===== config.mk =====
export PLATFORM = sky130hd
export DESIGN_NAME = fir_axil_ctrl
export DESIGN_NICKNAME = d
export VERILOG_FILES = /design/src/rtl/fir_axil_ctrl.sv
export SDC_FILE = /design/constraint.sdc
export NUM_CORES = 1
export LEC_CHECK = 0
export BUFFER_PORTS_ARGS = -buffer_cell sky130_fd_sc_hd__buf_2
export CAP_MARGIN = 20
export CORE_UTILIZATION = 40
export DETAILED_ROUTE_END_ITERATION = 10
export GPL_TIMING_DRIVEN = 0
export PLACE_DENSITY = 0.75
export SLEW_MARGIN = 25
export SYNTH_ARGS = -nofsm -noshare
export SYNTH_HDL_FRONTEND = slang
export SYNTH_SLANG_ARGS = --single-unit
export TNS_END_PERCENT = 50

===== constraint.sdc =====
create_clock -name clk -period 2.2 [get_ports clk]
set_input_delay 0.11 -clock clk [delete_from_list [all_inputs] [get_ports clk]]
set_output_delay 0.11 -clock clk [all_outputs]
set_load 0.01 [all_outputs]

===== src/rtl/fir_axil_ctrl.sv =====
// fir_axil_ctrl: AXI4-Lite control slave for the FIR engine (ap_ctrl, tap_num, data_num, tap BRAM arbitration); FIR_CTRL_IRQ_EN adds irq_en at 0x04 and out_irq
module fir_axil_ctrl #(
    parameter int pADDR_WIDTH      = 12,
    parameter int pDATA_WIDTH      = 32,
    parameter int pADDR_WIDTH_TAP  = 4,
    parameter int pADDR_WIDTH_DATA = 10
) (
    input  logic                        clk,
    input  logic                        rst_n,
    input  logic                        awvalid,
    output logic                        awready,
    input  logic [pADDR_WIDTH-1:0]      awaddr,
    input  logic                        wvalid,
    output logic                        wready,
    input  logic [pDATA_WIDTH-1:0]      wdata,
    output logic                        bvalid,
    input  logic                        bready,
    output logic [1:0]                  bresp,
    input  logic                        arvalid,
    output logic                        arready,
    input  logic [pADDR_WIDTH-1:0]      araddr,
    output logic                        rvalid,
    input  logic                        rready,
    output logic [pDATA_WIDTH-1:0]      rdata,
    output logic [1:0]                  rresp,
    output logic                        out_ap_start,
    input  logic                        in_ap_done,
    output logic [pADDR_WIDTH_TAP-1:0]  out_tap_num,
    output logic [pADDR_WIDTH_DATA-1:0] out_data_num,
    input  logic [pADDR_WIDTH_TAP-1:0]  in_eng_A_tap,
    input  logic                        in_eng_EN_tap,
    output logic [pDATA_WIDTH-1:0]      out_eng_Do_tap,
    output logic [pADDR_WIDTH_TAP-1:0]  out_tap_A,
    output logic                        out_tap_EN,
    output logic [3:0]                  out_tap_WE,
    output logic [pDATA_WIDTH-1:0]      out_tap_Di,
`ifdef FIR_CTRL_IRQ_EN
    output logic                        out_irq,
`endif
    input  logic [pDATA_WIDTH-1:0]      in_tap_Do
);
    typedef enum logic [1:0] {IDLE, BUSY, DONE} state_t;
    typedef enum logic [2:0] {K_CTRL, K_IRQ, K_DNUM, K_TNUM, K_TAP, K_BAD} kind_t;
    localparam int AW = pADDR_WIDTH - 2;
    localparam logic [AW-1:0] W_IRQ  = AW'(1);
    localparam logic [AW-1:0] W_DNUM = AW'(4);
    localparam logic [AW-1:0] W_TNUM = AW'(5);
    localparam logic [AW-1:0] W_TAP0 = AW'(32);
    localparam logic [AW-1:0] W_TAP1 = AW'(32 + 2 ** pADDR_WIDTH_TAP);
`ifdef FIR_CTRL_IRQ_EN
    localparam logic IRQ_MAP = 1'b1;
`else
    localparam logic IRQ_MAP = 1'b0;
`endif

    function automatic kind_t dec(input logic [pADDR_WIDTH-1:0] a);
        logic [AW-1:0] w;
        w = a[pADDR_WIDTH-1:2];
        return a[1:0] != 2'd0 ? K_BAD :
               w == '0 ? K_CTRL :
               (w == W_IRQ && IRQ_MAP) ? K_IRQ :
               w == W_DNUM ? K_DNUM :
               w == W_TNUM ? K_TNUM :
               (w >= W_TAP0 && w < W_TAP1) ? K_TAP : K_BAD;
    endfunction

    function automatic logic [pADDR_WIDTH_TAP-1:0] tap_idx(input logic [pADDR_WIDTH-1:0] a);
        return pADDR_WIDTH_TAP'(a[pADDR_WIDTH-1:2] - W_TAP0);
    endfunction

    state_t state, state_nx;
    kind_t w_kind, r_kind;
    logic aw_rdy, ar_en, r_pend, r_wait, r_clr, ap_start_q, irq_en;
    logic wr_hs, ar_hs, w_err, r_err, wr_ok, start_wr, tap_wr, tap_rd;
    logic [pADDR_WIDTH_TAP-1:0] r_idx, tap_num;
    logic [pADDR_WIDTH_DATA-1:0] data_num;
    logic [pDATA_WIDTH-1:0] reg_val;

    assign awready = aw_rdy;
    assign wready = aw_rdy;
    assign arready = ar_en && !(rvalid || r_pend || r_wait);
    assign wr_hs = aw_rdy && awvalid && wvalid;
    assign ar_hs = arready && arvalid;
    assign w_kind = dec(awaddr);
    assign r_kind = dec(araddr);
    assign w_err = w_kind == K_BAD || (state == BUSY && w_kind inside {K_DNUM, K_TNUM, K_TAP});
    assign r_err = r_kind == K_BAD || (state == BUSY && r_kind inside {K_DNUM, K_TNUM, K_TAP});
    assign wr_ok = wr_hs && !w_err;
    assign start_wr = wr_ok && w_kind == K_CTRL && wdata[0] && state != BUSY;
    assign tap_wr = wr_ok && w_kind == K_TAP;
    assign tap_rd = ar_hs && !r_err && r_kind == K_TAP;
    assign reg_val = r_kind == K_CTRL ? pDATA_WIDTH'({state != BUSY, state == DONE, state == BUSY}) :
                     r_kind == K_IRQ  ? pDATA_WIDTH'(irq_en) :
                     r_kind == K_DNUM ? pDATA_WIDTH'(data_num) :
                     r_kind == K_TNUM ? pDATA_WIDTH'(tap_num) : '0;
    assign out_ap_start = ap_start_q;
    assign out_tap_num = tap_num;
    assign out_data_num = data_num;
    assign out_eng_Do_tap = in_tap_Do;

    // a tap read colliding with a host tap write is replayed from r_idx one cycle later
    always_comb begin
        state_nx = start_wr ? BUSY :
                   (state == BUSY && in_ap_done) ? DONE :
                   (state == DONE && rvalid && rready && r_clr) ? IDLE : state;
        out_tap_A = state == BUSY ? in_eng_A_tap : tap_wr ? tap_idx(awaddr) : r_pend ? r_idx : tap_idx(araddr);
        out_tap_EN = state == BUSY ? in_eng_EN_tap : (tap_wr || r_pend || tap_rd);
        out_tap_WE = tap_wr ? 4'hF : 4'h0;
        out_tap_Di = tap_wr ? wdata : '0;
    end

    always_ff @(posedge clk or negedge rst_n) begin
        if (!rst_n) begin
            state <= IDLE;
            aw_rdy <= 1'b0;
            ar_en <= 1'b0;
            ap_start_q <= 1'b0;
            bvalid <= 1'b0;
            bresp <= 2'b00;
            rvalid <= 1'b0;
            rresp <= 2'b00;
            rdata <= '0;
            data_num <= '0;
            tap_num <= '0;
            r_pend <= 1'b0;
            r_wait <= 1'b0;
            r_clr <= 1'b0;
            r_idx <= '0;
        end else begin
            state <= state_nx;
            ar_en <= 1'b1;
            aw_rdy <= awvalid && wvalid && !bvalid && !aw_rdy;
            ap_start_q <= start_wr;
            if (wr_hs) begin
                bvalid <= 1'b1;
                bresp <= w_err ? 2'b10 : 2'b00;
            end else if (bready) begin
                bvalid <= 1'b0;
            end
            if (wr_ok && w_kind == K_DNUM) data_num <= pADDR_WIDTH_DATA'(wdata);
            if (wr_ok && w_kind == K_TNUM) tap_num <= pADDR_WIDTH_TAP'(wdata);
            if (rvalid && rready) rvalid <= 1'b0;
            if (r_pend) begin
                r_pend <= 1'b0;
                r_wait <= 1'b1;
            end
            if (r_wait) begin
                r_wait <= 1'b0;
                rvalid <= 1'b1;
                rresp <= 2'b00;
                rdata <= in_tap_Do;
            end
            if (tap_rd) begin
                r_pend <= tap_wr;
                r_wait <= !tap_wr;
                r_idx <= tap_idx(araddr);
            end else if (ar_hs) begin
                rvalid <= 1'b1;
                rresp <= r_err ? 2'b10 : 2'b00;
                rdata <= r_err ? '0 : reg_val;
                r_clr <= r_kind == K_CTRL && state == DONE;
            end
            if (start_wr) r_clr <= 1'b0;
        end
    end

`ifdef FIR_CTRL_IRQ_EN
    always_ff @(posedge clk or negedge rst_n) begin
        if (!rst_n) irq_en <= 1'b0;
        else if (wr_ok && w_kind == K_IRQ) irq_en <= wdata[0];
    end
    assign out_irq = irq_en && state == DONE;
`else
    assign irq_en = 1'b0;
`endif
endmodule


==> After elaboration in Yosys (flattened, before gate mapping) <==
Cells that the tools add are included.
{ "word_totals": {"latchBits": 0, "inputBits": 101, "out_inout_bits": 129, "mem_count": 0, "mem_bits_rw": 0, "mem_bits_ro": 0, "register_bits": 64} }
{ "op_classes": {"n_mul": 0, "bitwise": 0, "n_eq_ne": 17, "n_reduce_logical": 50, "muxes": 45, "n_addsub": 2, "n_div": 0, "n_shift": 0, "magnitude_cmp": 4} }
{ "op_table": {"columns": ["operator", "count"], "rows": [
  ["32-bit 2-to-1 mux", 4],
  ["10-bit by 3-bit == test with 1-bit output, second input constant", 4],
  ["10-bit 2-to-1 mux", 4],
  ["1-bit logical AND", 26],
  ["3-bit 2-to-1 mux", 8],
  ["10-bit by 6-bit greater-or-equal comparator with 1-bit output, second input constant", 2],
  ["10-bit logical NOT", 2],
  ["10-bit by 6-bit less-than comparator with 1-bit output, second input constant", 2],
  ["4-bit 2-to-1 mux", 5],
  ["1-bit 2-to-1 mux", 16],
  ["2-bit 2-to-1 mux", 8],
  ["3-bit by 2-bit == test with 1-bit output, second input constant", 4],
  ["3-bit == test, second input constant", 4],
  ["3-bit nonzero test", 3],
  ["2-bit nonzero test", 4],
  ["4-bit by 1-bit subtractor with 4-bit output, second input constant", 2],
  ["1-bit logical NOT", 6],
  ["3-bit logical NOT", 2],
  ["1-bit logical OR", 6],
  ["3-bit by 1-bit == test with 1-bit output, second input constant", 1],
  ["2-bit by 1-bit == test with 1-bit output, second input constant", 1],
  ["2-bit == test, second input constant", 1],
  ["2-bit by 1-bit inequality test with 1-bit output, second input constant", 1],
  ["2-bit inequality test, second input constant", 1],
  ["2-bit AND reduction", 1]
]} }

==> Logic depth before layout (Yosys ltp) <==
Gate-level depths: netlist of run 1.
{ "depth": {"word_depth": 18, "depth_mapped": 6} }

==> Worst setup path before layout of run 1 <==
OpenSTA, ideal clock, no wires.
{ "synth_path": {"kind": "register to register", "start": "reg rvalid", "end": "reg rresp[1]", "t_required_ns": 2.059, "path_stages_with_launch": 5, "path_slack_ns": 0.330, "setup_ns": 0.141, "t_arrival_ns": 1.729, "path_cell_list": "dfrtp_1 -> nor4b_4 -> nand2_4 -> or4_4 -> a21boi_0"} }
{ "synth_between": {"elab_chain_len": 8} }
{ "synth_lines": {"columns": ["element", "line_no", "rtl"], "rows": [
  ["start, declared", "22", "output logic rvalid,"],
  ["start signal, assigned", "120", "rvalid <= 1'b0;"],
  ["start signal, assigned", "142", "if (rvalid && rready) rvalid <= 1'b0;"],
  ["start signal, assigned", "149", "rvalid <= 1'b1;"],
  ["1-bit logical OR (*) (2 in series)", "81", "assign arready = ar_en && !(rvalid || r_pend || r_wait);"],
  ["1-bit logical NOT (*)", "81", null],
  ["1-bit logical AND (*)", "81", null],
  ["via arready", "20", "output logic arready,"],
  ["1-bit logical AND (*)", "83", "assign ar_hs = arready && arvalid;"],
  ["1-bit logical AND (2 in series)", "91", "assign tap_rd = ar_hs && !r_err && r_kind == K_TAP;"],
  ["2-bit 2-to-1 mux (*)", "153", "if (tap_rd) begin"],
  ["end signal, assigned", "159", "rresp <= r_err ? 2'b10 : 2'b00;"],
  ["end, declared", "25", "output logic [1:0] rresp,"]
]} }
The timed path passes the listed nets; every way through them passes the cells marked *.
A chain may end at the register's enable or synchronous reset.

==> Final worst setup path of run 1 <==
{ "layout_path": {"start": "reg r_wait", "end": "out out_tap_EN"} }
{ "layout_between": {"elab_chain_len": 8} }
{ "layout_lines": {"columns": ["element", "line_no", "rtl"], "rows": [
  ["start, declared", "73", "logic aw_rdy, ar_en, r_pend, r_wait, r_clr, ap_start_q, irq_en;"],
  ["start signal, assigned", "155", "r_wait <= !tap_wr;"],
  ["1-bit logical OR", "81", null],
  ["1-bit logical NOT", "81", null],
  ["1-bit logical AND", "81", null],
  ["1-bit logical AND", "83", null],
  ["1-bit logical AND (2 in series)", "91", null],
  ["1-bit logical OR", "107", "out_tap_EN = state == BUSY ? in_eng_EN_tap : (tap_wr || r_pend || tap_rd);"],
  ["1-bit 2-to-1 mux", "107", null],
  ["end, declared", "34", "output logic out_tap_EN,"]
]} }
Every way passes these cells.

==> results by stage, run 1 <==
Yosys:
- The share of the synthesized area in the top cell type is 44.2%.
- Counting flops with a built-in enable in the synthesized netlist gives 0.
- Of all flip-flops after synthesis, the portion carrying an async set or reset was 100%.
- The dominant cell by count in the synthesized netlist is dfrtp_1.
- The number of standard cells after synthesis is 340.
- The post-synth net total is ~440.
- The number of distinct library cell variants in the gate-level netlist after synthesis is 47.
- Synthesis inferred 63 register bits.
- The per-instance average area after synthesis is 10.5 um^2.
- The number of warnings reported in the yosys synthesis log is 0.
- The cell area after technology mapping is around 3600 um^2.
- By count the netlist is led by dfrtp_1, buf_4, and2_1.
- By area the synthesized netlist is led by dfrtp_1, mux2i_1, buf_4.
- The share of the Yosys chip area taken by registers is about 44%.
- The dominant cell type by area after synthesis is dfrtp_1.
- The dominant register cell in the synthesized netlist is dfrtp_1.

Worst setup path:
- The depth of the worst register-to-register path is 6.
- Tracing the worst setup path back leads to its startpoint at r_wait.
- At the worst endpoint, the required time is 2.09 ns.
- The critical path ends at out_tap_EN.
- On the critical path the largest part of the delay comes from simple AND/OR/NAND/NOR gates.
- For flop-to-flop paths, the worst setup slack is 0.19 ns.
- The startpoint type of the worst setup path is a register.
- The worst setup path is captured at an output pin.
- The endpoint identified for the worst register-to-register timing path is r_idx[3].
- Data arrives at the worst endpoint at 2.03 ns.
- The critical path runs through a total of 6 cells.
- In this run the worst path has a maximum fanout of 8.
- The number of buffers and inverters on the critical path is 2.
- The signal on the critical path passes through buf_6 -> nor4b_4 -> nand2_4 -> nor3_4 -> o41a_1 -> buf_2.
- The critical path is of the reg -> out type.
- The maximum single-stage delay on the critical path is 0.39 ns.
- The startpoint of the lowest-slack register-to-register path is r_wait.
- The slowest stage of the critical path is the nor4b_4 cell.

Power and ir drop:
- The power per standard cell area is roughly 490 nW/um^2.
- The worst-case IR drop observed on VDD is 0.000293 V.
- Summed over all cells, the static leakage comes to 0.00288 uW.

Clock tree:
- The later pin in the worst-skew pair is clocked with a latency of around 0.34 ns.
- Clock-pin slew was measured on the worst setup and hold paths at 0.07 ns.
- The number of clock buffers added by TritonCTS is 9.
- The cell sitting at the root of the clock tree is a clkbuf_8.
- TritonCTS built the clock tree.
- In this run the number of H-tree levels came out at 3.
- Counting along the longest clock path gives a buffer depth of 2.
- Clock tree synthesis found a total of 63 sinks.

STA:
- Timing would allow up to 467 MHz.
- The worst path uses 97.4% of the clock period.
- Setup violations remaining at the end of the flow were counted as 0.
- The final critical-path setup slack is between 0.05 and 0.06 ns.
- The max-slew violation count is 0.
- For the finished layout, the period the worst path requires is 2.14 ns.
- The number of hold-slack violations in the final timing report is 0.
- Headroom to the max-slew limit came out at a little under half.
- On the final layout, the worst clock skew is around 0.010 ns.
- For the pin with the worst max-slew slack, the measured transition is slightly below 0.8 ns.

Drt:
- The first detailed-routing pass ran for 4 iterations.
- The ratio of routed vias to standard cells is ~5.
- The final layout contains routed wiring with a total length of roughly 9800 um.
- In the final routed layout, each cell accounts on average for 13.9 um.
- The number of design rule violations left after detail routing is 0.
- The total number of vias is 3,415.
- For this block, the initial DRC count from the detailed router was about 100.
- The count of nets left with antenna violations once routing finished came out at 0.

Placement:
- The number of placed instances, taps included is 677.
- Prior to clock tree synthesis, the placed netlist has a worst setup slack of 0.191 ns.
- Summing all placed instances gives a cell area of a little under 5000 um^2.
- Detailed placement finished with a half-perimeter wire length of 7620 um.
- Port buffering added 228 buffers.
- The final estimated routing congestion in global placement is 0.875.

Floorplan:
- For this configuration, the core starts out at a cell density of 41.1%.
- The floorplan has 34 rows.
- The overall die height is around 96 um.
- The number of top-level pins is 230.
- The area of the placeable core is 8680 um^2.
- The die covers 9300 um^2.
- The chip width is 96.4 um.

Finish:
- The area growth from synthesis to layout is 44.9%.
- After routing the design area is 5170 um^2.
- 0 antenna diodes ended up in the layout.
- Of the cells placed in the final design, the portion with a size suffix greater than 1 is 55.7%.
- The filler cells instantiated in the layout total 774.
- At the end of the flow, the number of nets in the layout was 691.
- The post-route non-filler standard cell count is 702.

GRT:
- Entering global routing, the biggest net connects 35 pins.
- The first-pass GRT wire length is between 10,000 and 15,000 um.
- The total congestion overflow after global routing is 0.
- Across every metal layer, demand over resource in global routing totals a little over a fifth.
- The number of antenna violations at the first check in global routing is 0.
- The number of global-route vias before repair is 3,163.

Flow run:
- The tool flagged a number of max-cap violations equal to 0.

Status:
- The run finished with clean final reports.

Worst hold path:
- The worst hold-check path type is in -> reg.
placed cells by master (no fill, tap or decap), types with 3 or more instances in the layout:
master and instances:
mux2i_1 33, nand4_1 3, a21oi_1 6, nand2b_1 4, clkbuf_2 3, clkbuf_8 11
nor4_1 5, a211oi_1 8, o2bb2ai_1 6, buf_4 46, buf_2 230, nor2b_1 5
nor3_1 6, nor2_1 33, dfrtp_1 62, and2_1 34, inv_1 5, nand2_1 9
nand3_1 3, dlygate4sd3_1 4, o21ai_0 3, o22ai_1 4, and4_1 5, clkbuf_1 7
mux2_2 19
power breakdown:
group | leakage (uW) | internal [uW] | total (uW) | switching [uW]
Sequential | 0.000864 | 1170 | 1180 | 8.98
Combinational | 0.00192 | 171 | 336 | 165
Clock | 0.0000985 | 578 | 1020 | 439
area by class of cell:
| type | count | area [um^2] | share of cell area [%] |
|---|---|---|---|
| timing repair buffer | 239 | 1250 | 24.2 |
| sequential | 63 | 1580 | 30.5 |
| multi-input combinational | 218 | 1620 | 31.3 |
| clock buffer | 12 | 155 | 3.00 |
| tap | 108 | 135 | 2.62 |
| buffer | 54 | 372 | 7.19 |
| clock inverter | 3 | 42.5 | 0.823 |
| inverter | 5 | 18.8 | 0.363 |
cells by family after synthesis:
kind of cell	synth area share [%]
other	0.211
buffers and inverters	10.7
AO/OA/AOI/OAI	8.03
AND/OR/NAND/NOR	21.6
multiplexers	15.3
flip-flops	44.2
repair_timing:
action,CTS,global route
pin swaps,1,2
hold buffers,4,0
gates resized for setup,4,5
endpoints found under the hold margin,31,0
buffers inserted,0,6
setup endpoints to repair,33,31
how the worst min path moves through the flow:
stage	cells past startpoint	from	endpoint	slack (ns)
floorplan	0	rst_n	ar_en	-0.19
finish	2	wdata[8]	out_data_num[8]	0.01
detailed placement	1	rst_n	r_idx[3]	0.07
CTS	2	wdata[9]	out_data_num[9]	0.005
global route	2	wdata[6]	out_data_num[6]	0.009
global placement	2	bready	bvalid	0.29
flip-flops by register name, indices dropped and copies added, names as in the netlist, 2 cells and up:
name,flops
rresp,2
out_tap_num,4
rdata,32
r_idx,4
out_data_num,10
state,2
routing by layer:
layer  global-route usage [%]  part of all wire [%]
met5                        0                     0
met4                     8.33                   2.1
met3                     5.32                   7.9
met2                     35.8                    48
met1                     25.8                    41
stage by stage:
step                hold slack (ns)  TNS (ns)  utilization (%)  power [uW]
floorplan                    -0.186         0                -        1330
global placement              0.295         0             55.8        1520
detailed placement           0.0713         0             56.1        1530
CTS                         0.00489         0             58.9        2560
global route                0.00893   -0.0265             59.5        2640
finish                       0.0143         0             59.5        2530
No activity file was read; power rests on OpenSTA's default activity.
==> run 2: changes to the inputs <==
==> constraint.sdc (replaced) <==
create_clock -name clk -period 2.2 [get_ports clk]
set_input_delay 0.22 -clock clk [delete_from_list [all_inputs] [get_ports clk]]
set_output_delay 0.22 -clock clk [all_outputs]
set_load 0.01 [all_outputs]
==> run 2 against run 1 <==
Compared with the run above: routed wire length is 0.60% lower; critical path depth down 1; highest routed layer unchanged; largest power group unchanged; flip-flop and latch count did not move.
==> results by stage, run 2 (synthesized netlist as in run 1, its figures left out) <==
GRT:
- The number of antenna violations at the first check in global routing is 0.
- The number of global-route vias before repair is 3,138.
- The total congestion overflow after global routing is 0.
- In the global route stage, overall resource usage came out at 21.0%.
- Entering global routing, the biggest net connects 35 pins.
- The first-pass GRT wire length is 14,800 um.

Flow run:
- The number of violations of the max-capacitance limit is 0.

Drt:
- For this run, design rule violations remaining after detail routing come to 0.
- The initial DRC count is 97.
- The total number of vias is 3,424.
- The detail route stage leaves a number of antenna-violating nets equal to 0.
- In the routed layout, each cell is associated on average with a via count of 4.91.
- The number of detailed-route iterations in the first pass is 4.
- The detailed-route wire length is 9730 um.
- In the final routed layout, each cell accounts on average for 13.9 um.

Placement:
- The half-perimeter wire length of the detailed placement result is 7620 um.
- The post-place instance area is roughly 5000 um^2.
- The count of buffers inserted at the top-level ports is 228.
- Routability-driven placement finished with a final weighted congestion of 0.875.
- The number of placed instances, taps included is 677.

STA:
- Setup repair after global routing left no endpoint under its margin.
- The achievable frequency is 488 MHz.
- The minimum clock period after layout is 2.05 ns.
- The transition time at the pin with the least slew margin is ~0.8 ns.
- The clock tree skew after final layout is around 0.0083 ns.
- The number of hold-slack violations in the final timing report came to 0.
- The final critical path takes up 93.1% of the cycle.
- Measured against its own limit, the worst slew margin works out to 47.3%.
- The max-slew violation count came to 0.
- The setup violation total in the final timing report is 0.

Floorplan:
- The area of the placeable core is 8680 um^2.
- The chip width is 96.4 um.
- The number of top-level pins is 230.
- The total number of placement rows is 34.
- The floorplan step defined a die boundary enclosing about 9300 um^2.
- The overall die height is between 90 and 100 um.
- The effective utilization at floorplan is 41.1%.

Clock tree:
- The TritonCTS clock tree is done.
- The clock drives 63 sinks.
- In this run the number of H-tree levels came out at 3.
- The clock passes through at most 2 buffers.
- The number of buffers created by CTS is 9.
- The clock input transition at the sequential cells of the worst setup and hold paths is 0.07 ns.
- The root cell of the clock tree is clkbuf_8.
- The clock latency on the worst-skew pair is 0.33 ns.

Finish:
- Summing all non-filler instances in the final layout gives an area of slightly above 5000 um^2.
- The library cells used most frequently in the layout, excluding fill and tap cells, are buf_2, dfrtp_1, buf_4, and2_1.
- The register with the most flip-flops is rdata.
- The post-route non-filler standard cell count is 698.
- The area added between synthesis and finish is 44.2%.
- Cells with a size suffix above 1 make up 56.8% of the layout.
- At the end of the flow, the number of nets in the layout was 687.
- The library cell used most frequently in the layout, excluding fill and tap cells, is buf_2.
- The repair_antennas step left the layout with diodes totalling 0.
- The register with the most flip-flops in the layout has 32 of them.

Power and ir drop:
- Power spread over the standard cell area amounts to 489 nW/um^2.
- The design draws ~2500 uW.
- The static power due to leakage is 0.00287 uW.
- The largest vdd supply drop is 0.000294 V.

Worst hold path:
- The worst hold-check path type is in -> reg.

Worst setup path:
- The setup path with the least slack is of type reg -> out.
- The required time of the critical path is 1.98 ns.
- The kind of end point of the critical path is an output pin.
- The endpoint arrival time on the critical path is 1.83 ns.
- In this run the worst path has a maximum fanout of 6.
- STA classifies the critical path startpoint as a register.

Status:
- The flow ran to the end, and the final reports show no timing, DRC or antenna violations.
run 2: stage by stage:
stage / hold WS [ns] / setup slack [ns] / util, % / TNS, ns
final: 0.0592 / 0.151 / 59.3 / 0
after global routing: 0.0371 / 0.0165 / 59.3 / 0
after CTS: 0.0466 / 0.0454 / 58.7 / 0
after floorplan: -0.0756 / 0.330 / - / 0
after global placement: 0.405 / 0.0528 / 55.8 / 0
after detailed placement: 0.181 / -0.0144 / 56.1 / -0.0282
run 2: per-layer routing:
| layer | up-vias | global-route usage (%) | part of all wire (%) |
|---|---|---|---|
| met4 | 0 | 7.60 | 1.6 |
| met2 | 171 | 35.8 | 49 |
| met3 | 13 | 5.79 | 8.0 |
| met1 | 1593 | 25.5 | 42 |
| met5 | - | 0 | 0 |
| li1 | 1647 | - | - |
run 2: final timing paths:
check	startpoint	to	slack (ns)	depth (start not counted)
setup / recovery	rvalid	out_tap_EN	0.15	5
hold / removal	bready	bvalid	0.06	2
setup reg to reg	state[1]	out_data_num[5]	0.25	5
hold reg to reg	bvalid	awready	0.46	1
max in group asynchronous	rst_n	rdata[23]	1.31	3
min in group asynchronous	rst_n	r_idx[3]	0.36	2
run 2: timing repair:
item,4_1_cts,5_1_grt
setup endpoints to repair,38,36
pin swaps,1,0
resized for setup,6,7
hold endpoints to repair,29,0
hold buffers,1,0
buffers inserted,1,5
run 2: worst max-delay path, stage by stage, from the launching register on:
cell and delay [ns]:
dfrtp_1 0.44, nor4b_4 0.44, nand2_4 0.15, nor3_4 0.19, o41a_1 0.15, buf_2 0.13
run 2: cell type report:
cell class,count,area (um^2)
clock buffers,12,155
inverters,5,18.8
multi-input cells,218,1630
flip-flops and latches,63,1580
fillers,779,3530
repair buffers,236,1220
clock inverters,3,42.5
plain buffers,53,364
well taps,108,135
run 2: power breakdown:
group	switching [uW]	internal, uW
registers	9.01	1170
logic	163	165
clock network	433	578
==> run 3: changes to the inputs <==
--- a/config.mk
+++ b/config.mk
@@ -5,12 +5,13 @@
 export SDC_FILE = /design/constraint.sdc
 export NUM_CORES = 1
 export LEC_CHECK = 0
+export ABC_AREA = 1
 export BUFFER_PORTS_ARGS = -buffer_cell sky130_fd_sc_hd__buf_2
 export CAP_MARGIN = 20
 export CORE_UTILIZATION = 40
 export DETAILED_ROUTE_END_ITERATION = 10
 export GPL_TIMING_DRIVEN = 0
-export PLACE_DENSITY = 0.75
+export PLACE_DENSITY = 0.74
 export SLEW_MARGIN = 25
 export SYNTH_ARGS = -nofsm -noshare
 export SYNTH_HDL_FRONTEND = slang
==> run 3 against run 2 <==
Compared with the run above: combinational power is 4% higher; critical path depth up 3; synthesized cell count increased by 60%; die area is 9.0% higher; maximum frequency shrank 1.3%; utilization decreased by 0.54 points; setup slack worse by 0.028 ns.
==> results by stage, run 3 <==
Status:
- The flow ran to the end, and the final reports show no timing, DRC or antenna violations.

Yosys:
- nand2_1 is the most common cell in the netlist.
- The share of the synthesized area in the top cell type is around two fifths.
- The number of distinct library cell variants in the gate-level netlist after synthesis is 33.
- Dividing the synthesized area by the synthesized cell count gives 7.17 um^2.
- By area the synthesized netlist is led by dfrtp_1, nand2_1, buf_4.
- The cell area after technology mapping is 3890 um^2.
- The number of warnings reported in the yosys synthesis log is 0.
- The dominant cell type by area after synthesis is dfrtp_1.
- The synthesized design contains 0 enable-type register cells.
- The commonest cells after synthesis are nand2_1, dfrtp_1, inv_1.
- The proportion of synthesized flip-flops having asynchronous set or reset is between 90% and 100%.
- The flip-flop and latch count after synthesis is 63.
- For this run, the leading register cell type out of synthesis is dfrtp_1.
- Counting every instance in the synthesized netlist gives 543.
- The post-synth net total is 644.
- After synthesis, flip-flops and latches occupy 40.5% of the total area.

Worst setup path:
- For the worst setup path, the data arrival time is 1.86 ns.
- The category of the most critical setup path is reg -> out.
- The worst setup path is launched from a register.
- The peak fanout along the critical path is 10.
- The critical path starts at awready.
- The startpoint of the lowest-slack register-to-register path is r_wait.
- The kind of end point of the critical path is an output pin.
- In this run the register-to-register setup slack is between 0.4 and 0.5 ns.
- The required time of the critical path is just under 2 ns.
- The worst flop-to-flop path endpoint is rdata[15].
- The depth of the worst register-to-register path is 9.

Placement:
- The post-place instance area is between 5000 and 6000 um^2.
- Buffers placed on the I/O ports in this run total 228.
- At the placement stage, the worst setup path has a slack of 0.0344 ns.
- The half-perimeter wire length of the detailed placement result is 9030 um.
- The congestion estimate from routability-driven global placement came to between 0.8 and 0.9.

Worst hold path:
- The worst hold path passes through 2 cells.
- The worst hold path terminates at bvalid.
- The startpoint of the worst hold path is bready.
- The worst hold-check path type is in -> reg.

STA:
- The final critical path takes up 94.4% of the cycle.
- Hold is met by 0.0675 ns.
- In this run the tightest slew margin relative to its limit is 47.2%.
- Across the routed clock network, the largest skew measured is 0.00559 ns.
- The max-slew violation count is 0.
- At the pin with the least slew margin, the transition time is 0.792 ns.
- Setup violations remaining at the end of the flow were counted as 0.
- Setup repair after global routing left no endpoint under its margin.
- For this run, the top clock speed supported by timing is 482 MHz.
- The final critical-path setup slack is 0.124 ns.
- The number of hold-slack violations in the final timing report was 0.
- The minimum clock period after layout is 2.08 ns.

Finish:
- Relative to the synthesized area, the layout overhead comes to 40.6%.
- At the end of the flow, the number of nets in the layout was between 800 and 900.
- Leaving out fill and tap cells, the most frequent cells in the layout are buf_2, nand2_1, dfrtp_1, inv_1, nor2_1.
- The fraction of layout instances using a drive strength above 1 is between 40% and 50%.
- The register with the most flip-flops in the final layout is rdata.
- The number of antenna diodes in the final layout is 0.
- The commonest non-fill, non-tap cell in the layout is buf_2.
- The number of flip-flops under the largest register name is 32.
- Measured on the finished design, the core utilization comes to 58.7%.
- The finished layout cell area is 5480 um^2.

Drt:
- The ratio of routed vias to standard cells is 4.51.
- Once detail routing completed, the nets flagged for antenna violations numbered 0.
- The detailed-route wire length is 11,200 um.
- The number of design rule violations left after detail routing is 0.
- After the first detailed-routing iteration, the DRC count stood at between 90 and 100.
- The first detailed-routing pass took 4 iterations.
- The total number of vias is roughly 4,200.
- The routed length per placed instance is 12.1 um.

Clock tree:
- TritonCTS built the clock tree.
- The clock latency on the worst-skew pair is 0.34 ns.
- The number of buffers created by CTS is 9.
- The count of H-tree levels built during CTS is 3.
- After clock tree synthesis, the clock-pin slew on the worst setup and hold paths is roughly 0.07 ns.
- The maximum clock path buffer count is 2.
- The root cell of the clock tree is clkbuf_8.
- The clock net in this run drives a total of 63 sinks.

Floorplan:
- The region available for standard cell placement spans 9330 um^2.
- The chip width is 101 um.
- The effective utilization at floorplan is 41.8%.
- The floorplan has 35 rows.
- The overall die height is 101 um.
- The floorplan step defined a die boundary enclosing 10,100 um^2.
- The number of top-level pins is 230.

Flow run:
- The number of violations of the max-capacitance limit is 0.

GRT:
- After global routing the overflow that remains totals 0.
- The number of global-route vias before repair is 3,906.
- In the global route stage, overall resource usage came out at between 20% and 30%.
- Entering global routing, the biggest net connects 64 pins.
- The number of antenna violations at the first check in global routing is 0.
- The first-pass GRT wire length is around 18,000 um.

Power and ir drop:
- The total power after layout is roughly 2400 uW.
- The largest vdd supply drop is 0.000231 V.
- Power spread over the standard cell area amounts to 434 nW/um^2.
- The static power due to leakage is 0.00344 uW.
## run 3: cell count changes in the layout (fill, tap and decap cells not counted), sizes merged, moves of 6 or more
| cell | previous run | this run |
|---|---|---|
| nand2 | 10 | 183 |
| inv | 5 | 68 |
| nand3 | 4 | 46 |
| nor2 | 33 | 69 |
| and2 | 34 | 0 |
| mux2i | 33 | 1 |
| a21oi | 6 | 29 |
| mux2 | 19 | 0 |
| a211oi | 8 | 0 |
| nor4 | 8 | 0 |
| o21ai | 3 | 10 |
| nor2b | 6 | 0 |
| o2bb2ai | 6 | 0 |
## run 3: repair_timing
action	4_1_cts	5_1_grt
endpoints found under the hold margin	10	0
setup buffers	0	7
endpoints found under the setup margin	5	5
hold buffers	1	0
pin swaps	1	4
resized for setup	6	10
## run 3: worst max-delay path by stage
stage	slack (ns)	endpoint
floorplan	0.52	out_tap_EN
global placement	0.12	out_tap_WE[1]
detailed placement	0.03	out_tap_WE[0]
CTS	-0.03	out_tap_EN
global route	0.008	out_tap_WE[0]
finish	0.12	out_tap_WE[0]
## run 3: layout make-up
class | instances | area (um^2)
fill | 911 | 3850
multi-input combinational | 356 | 1690
sequential | 63 | 1580
timing repair buffer | 236 | 1210
buffer | 55 | 414
inverter | 69 | 264
tap | 129 | 161
clock buffer | 11 | 141
clock inverter | 4 | 22.5
## run 3: logic make-up after synthesis
logic type,Yosys count,synth area share [%]
AOI/OAI and AO/OA,39,5.97
buffers and inverters,124,17.0
DFF,63,40.5
muxes,1,0.257
other,2,0.193
and+or+nand+nor,314,36.1
## run 3: metal layers
layer,GRT usage (%),vias to the layer above,wire (um)
li1,-,2124,-
met1,23.9,1848,4400
met2,42.6,175,5820
met3,4.30,17,739
met4,9.59,0,226
met5,0,-,0
## run 3: stage by stage
stage | setup TNS [ns] | instances
final | 0 | 923
after global routing | 0 | 923
after CTS | -0.0264 | 916
after detailed placement | 0 | 900
after global placement | 0 | 900
after floorplan | 0 | 543
## run 3: critical path, stage by stage, from the launching register on
cell	delay (ns)
dfrtp_1	0.39
nand3_2	0.19
inv_2	0.19
nand3_4	0.11
buf_8	0.16
buf_12	0.14
inv_1	0.11
buf_4	0.12
buf_2	0.11
## run 3: where the power goes
| part | switching [uW] | internal (uW) |
|---|---|---|
| Clock | 435 | 427 |
| Sequential | 7.07 | 1170 |
| Combinational | 179 | 162 |
| Total | 621 | 1760 |
